==> config.mk <==
export PLATFORM = sky130hd
export DESIGN_NAME = switches_ctrl
export DESIGN_NICKNAME = d
export VERILOG_FILES = /design/src/rtl/switches_ctrl.sv
export SDC_FILE = /design/constraint.sdc
export NUM_CORES = 1
export LEC_CHECK = 0
export ABC_AREA = 0
export BUFFER_PORTS_ARGS = -buffer_cell sky130_fd_sc_hd__buf_4
export CAP_MARGIN = 20
export CORE_UTILIZATION = 35
export CTS_BUF_LIST = sky130_fd_sc_hd__clkbuf_4
export CTS_CLUSTER_SIZE = 16
export DETAILED_ROUTE_END_ITERATION = 8
export PLACE_DENSITY = 0.58
export SYNTH_ARGS = -nofsm -noshare
export SYNTH_HDL_FRONTEND = slang
export SYNTH_SLANG_ARGS = --single-unit
export TNS_END_PERCENT = 5
==> constraint.sdc <==
create_clock -name clk_i -period 6.7 [get_ports clk_i]
set_input_delay 0.67 -clock clk_i [delete_from_list [all_inputs] [get_ports clk_i]]
set_output_delay 0.67 -clock clk_i [all_outputs]
set_load 0.02 [all_outputs]
==> src/rtl/switches_ctrl.sv <==
// Switch debounce / change-detect controller with a small word-addressed register port.
// All switch bits are debounced together as one vector; a commit latches a pending flag that drives irq_o.
module switches_ctrl #(
  parameter int DEBOUNCE_CYCLES = 100000,
  parameter int SW_W            = 16
) (
  input  logic            clk_i,
  input  logic            rst_i,
  input  logic [SW_W-1:0] sw_i,
  input  logic            re_i,
  input  logic            we_i,
  input  logic [1:0]      addr_i,
  input  logic [31:0]     wdata_i,
  output logic [31:0]     rdata_o,
  output logic            rvalid_o,
  output logic            irq_o
);

  localparam int CNT_W = (DEBOUNCE_CYCLES > 1) ? $clog2(DEBOUNCE_CYCLES) : 1;
  localparam logic [CNT_W-1:0] CNT_LAST = CNT_W'(DEBOUNCE_CYCLES - 1);

  typedef enum logic [1:0] {
    ST_STABLE   = 2'd0,
    ST_SETTLING = 2'd1,
    ST_COMMIT   = 2'd2
  } state_t;

  state_t            state_reg, state_next;
  logic [SW_W-1:0]   meta_reg, sync_reg;
  logic [SW_W-1:0]   cand_reg, cand_next;
  logic [CNT_W-1:0]  cnt_reg, cnt_next;
  logic [SW_W-1:0]   stable_reg, prev_reg;
  logic              pending_reg, irq_en_reg;
  logic              commit;
  logic              status_wr;
  logic [31:0]       read_mux;
  logic              wdata_unused;

  assign wdata_unused = ^wdata_i[31:2];

  // Two-flop synchroniser; sw_i is asynchronous to clk_i.
  always_ff @(posedge clk_i or posedge rst_i) begin
    if (rst_i) begin
      meta_reg <= '0;
      sync_reg <= '0;
    end else begin
      meta_reg <= sw_i;
      sync_reg <= meta_reg;
    end
  end

  always_ff @(posedge clk_i or posedge rst_i) begin
    if (rst_i) begin
      state_reg <= ST_STABLE;
      cand_reg  <= '0;
      cnt_reg   <= '0;
    end else begin
      state_reg <= state_next;
      cand_reg  <= cand_next;
      cnt_reg   <= cnt_next;
    end
  end

  always_comb begin
    state_next = state_reg;
    cand_next  = cand_reg;
    cnt_next   = cnt_reg;
    case (state_reg)
      ST_STABLE: begin
        if (sync_reg != stable_reg) begin
          state_next = ST_SETTLING;
          cand_next  = sync_reg;
          cnt_next   = '0;
        end
      end
      ST_SETTLING: begin
        if (sync_reg == stable_reg) begin
          state_next = ST_STABLE;
        end else if (sync_reg != cand_reg) begin
          cand_next = sync_reg;
          cnt_next  = '0;
        end else begin
          cnt_next = cnt_reg + CNT_W'(1);
          if (cnt_next == CNT_LAST) state_next = ST_COMMIT;
        end
      end
      ST_COMMIT: state_next = ST_STABLE;
      default:   state_next = ST_STABLE;
    endcase
  end

  always_comb begin
    commit = (state_reg == ST_COMMIT);
  end

  assign status_wr = we_i && (addr_i == 2'd1);

  always_ff @(posedge clk_i or posedge rst_i) begin
    if (rst_i) begin
      stable_reg  <= '0;
      prev_reg    <= '0;
      pending_reg <= 1'b0;
      irq_en_reg  <= 1'b0;
    end else begin
      if (commit) begin
        prev_reg   <= stable_reg;
        stable_reg <= cand_reg;
      end
      // A commit in the same cycle as a W1C clear keeps the flag set.
      if (commit)
        pending_reg <= 1'b1;
      else if (status_wr && wdata_i[0])
        pending_reg <= 1'b0;
      if (status_wr)
        irq_en_reg <= wdata_i[1];
    end
  end

  always_comb begin
    read_mux = '0;
    case (addr_i)
      2'd0:    read_mux[SW_W-1:0] = stable_reg;
      2'd1:    read_mux[1:0]      = {irq_en_reg, pending_reg};
      2'd2:    read_mux[SW_W-1:0] = prev_reg;
      default: read_mux = '0;
    endcase
  end

  // Reads sample pre-write register values, so a same-cycle write is not visible.
  always_ff @(posedge clk_i or posedge rst_i) begin
    if (rst_i) begin
      rdata_o  <= '0;
      rvalid_o <= 1'b0;
    end else begin
      rvalid_o <= re_i;
      if (re_i) rdata_o <= read_mux;
    end
  end

  assign irq_o = pending_reg & irq_en_reg;

endmodule

==> out/results.txt <==
RSZ-0062 raised after global routing -> false
Initial antenna violation count -> 0
Top delay family on crit path -> compound AO/OA/AOI/OAI gates
Synth Area in Compound Gates -> 0.0610
Total track usage -> 0.137
Max Slew Vio Count -> 0
Area grow syn2layout -> 12.1%
Largest net degree at the start of global routing -> 78
Top cell type's share of synthesized area -> 0.556
Dominant cell type by area after synthesis -> dfrtp_1
Synthesized cell area -> 5310 µm²
Pwr dens -> 213 nW/µm²
Num rows -> 44
Clock slew at reported path FFs -> 90 ps
Slew HR -> 0.294
Dpl ws -> 3780 ps
Synth Instances -> 449
Register area share after synthesis -> 0.556
Initial DRC count -> 252
First-pass GRT wire length -> 16,600 µm
Routed len/inst -> 14.1 µm
Sink Count -> 118
Vias per cell -> 4.90
Post-synth EDFFs -> 0
WL met3 -> 379 µm
Crit path kind -> reg -> reg
Largest family of logic cells by synthesized area -> multiplexers
Syn Area/Cell -> 11.8 µm²
N_diodes -> 0
Area contributors post-synth -> dfrtp_1 56%, mux2_2 7.0%, mux2i_1 4.9%
Residual DRC -> 0
Uppermost layer routed -> met4
Status -> complete, no violations
Most used DFF post-synth -> dfrtp_1
Sw Pwr -> 0.000295 W
Routability Congestion -> 0.780
Max reg flops -> 17
Crit path buf inv count -> 0
Power Internal -> 0.000975 W
Gate power share -> 0.056
Max_cap viols -> 0
Nets -> 543
Crit end category -> register
Post-Synth XOR/XNOR Area -> 0.0627
Slowest CP cell -> a41o_1
Library cells used by synthesis -> 53
Sw frac -> 0.232
Die H -> 125 µm
# fillers -> 1,421
Ys async rst share -> 1.00
Later-pin clock latency in the skew report -> 520 ps
CTS tree -> built
Register area -> 2950 µm²
Final setup margin -> 3780 ps
Antenna Nets Post-Route -> 0
CP max stage delay -> 960 ps
CTS buffer count -> 17
Critical Path Source Type -> register
IO Pins -> 88
Total grt overflow -> 0
Initial Util -> 0.363
Adder-Cell Fraction of Synth Area -> 0.00471
Met2 wire len -> 4560 µm
P_leak -> 2.71 nW
Die Width -> 125 µm
# H-tree levels -> 4
Max VDD drop -> 0.101 mV
Sequential Power Share -> 0.584
WP data required -> 7100 ps
Core Box Area -> 14,600 µm²
Layout cell share with drive strength beyond 1 -> 0.234
Vias in the first global route -> 3,309
Worst-case clock buffer depth -> 2
Setup Buffers After CTS -> 0
Via count -> 3,330
Worst-path cell chain -> xor2_1 -> nor4_1 -> a41o_1 -> a21oi_2 -> mux2_1
Synthesized flop and latch total -> 118
Setup TNS Final -> 0 ps
Setup-failing EPs final -> 0
Clock skew -> 10.4 ps
Hold_buf cts -> 0
Most common cell in the netlist -> dfrtp_1
Max FO, Critical Path -> 29
TritonRoute pass-1 iters -> 6
Final-report hold violation count -> 0
Min Tclk post-route -> 2920 ps
Fraction of synthesized area in multiplexers -> 0.138
Final HPWL DP -> 6590 µm
Worst hold path class -> in -> async
Clock Root Buffer -> clkbuf_4
Least-Margin Pin Slew -> 1060 ps
Post-Route M1 WL -> 4480 µm
Post-Route WL -> 9610 µm
Fmax -> 343 MHz
Multi-input gate area -> 2110 µm²
Die area -> 15,700 µm²
Top post-synthesis cells by count -> 118 x dfrtp_1, 40 x nand2_1, 33 x mux2_2
Clock network fraction of total power -> 0.360
PostCTS Resize Cnt -> 0
Final Cycle Share -> 0.435
Critical path arrival -> 3310 ps
I/O Buffers -> 41
Simple-gate area share of the yosys netlist -> 0.119
Ys Warns -> 0
==> cell usage in the layout, fill, tap and decap left out, types with 2 or more instances in the layout <==
| master | netlist | final |
|---|---|---|
| conb_1 | 1 | 16 |
| nand3_1 | 7 | 7 |
| ha_1 | 2 | 2 |
| clkinv_1 | 0 | 3 |
| clkinv_2 | 0 | 3 |
| nor2_1 | 11 | 11 |
| nor4_4 | 2 | 2 |
| mux2_1 | 9 | 9 |
| a21oi_1 | 6 | 6 |
| nor3_1 | 2 | 2 |
| xor2_1 | 18 | 18 |
| nand3_2 | 2 | 2 |
| o21ai_0 | 5 | 5 |
| dfrtp_1 | 118 | 118 |
| bufinv_16 | 0 | 2 |
| and3_1 | 3 | 3 |
| mux2_2 | 33 | 33 |
| nand3b_1 | 2 | 2 |
| a31oi_1 | 10 | 10 |
| and2_1 | 3 | 3 |
| nand2_1 | 40 | 40 |
| inv_1 | 22 | 21 |
| buf_4 | 16 | 45 |
| nand2b_1 | 3 | 3 |
| o22ai_1 | 14 | 14 |
| xnor2_1 | 20 | 20 |
| nor4_1 | 7 | 7 |
| clkbuf_4 | 0 | 20 |
| nand4_1 | 16 | 16 |
| mux2i_1 | 26 | 26 |
| o31ai_1 | 3 | 3 |
==> cell families after synthesis <==
group / Yosys count
AO/OA/AOI/OAI: 49
XOR/XNOR: 38
adder cells (fa/ha/maj): 2
buffers and inverters: 63
flip-flops: 118
multiplexers: 68
other: 1
AND/OR/NAND/NOR: 110
==> per-layer routing <==
| metal | vias to the layer above | GRT usage |
|---|---|---|
| li1 | 1609 | - |
| met1 | 1622 | 0.178 |
| met2 | 81 | 0.212 |
| met3 | 18 | 0.0402 |
| met4 | 0 | 0.0581 |
| met5 | - | 0 |
==> metrics by stage <==
stage,instance area (µm²),hold slack (ps),util,total power (W),cells
floorplan,5370,331,-,0.000810,464
detailed placement,5710,335,0.390,0.000830,652
global placement,5710,337,0.390,0.000828,652
CTS,5950,177,0.406,0.00129,680
finish,5950,183,0.406,0.00127,680
global route,5950,185,0.406,0.00134,680
==> worst paths after layout <==
check	end	slack, ps	cells after the start	startpoint
max	cand_reg[11]	3780	5	stable_reg[11]
min	meta_reg[13]	180	2	rst_i
max reg2reg	cand_reg[11]	3780	5	stable_reg[11]
min reg2reg	sync_reg[15]	340	0	meta_reg[15]
max in group asynchronous	cand_reg[11]	5150	3	rst_i
min in group clk_i	meta_reg[14]	250	1	sw_i[14]
==> area by class of cell <==
| type | count | area share |
|---|---|---|
| clock buffer | 20 | 0.0252 |
| clock inverter | 8 | 0.0145 |
| inverter | 22 | 0.0143 |
| multi-input combinational | 283 | 0.354 |
| sequential | 118 | 0.496 |
| tap | 184 | 0.0387 |
| timing repair buffer | 45 | 0.0568 |
==> power by group through the flow <==
| stage | Combinational (W) | Clock [W] | Sequential, W |
|---|---|---|---|
| finish | 0.0000715 | 0.000457 | 0.000742 |
| global route | 0.0000807 | 0.000515 | 0.000745 |
| CTS | 0.0000737 | 0.000477 | 0.000742 |
| detailed placement | 0.0000736 | 0 | 0.000756 |
| global placement | 0.0000722 | 0 | 0.000756 |
| floorplan | 0.0000562 | 0 | 0.000754 |
No activity file was read; power rests on OpenSTA's default activity.
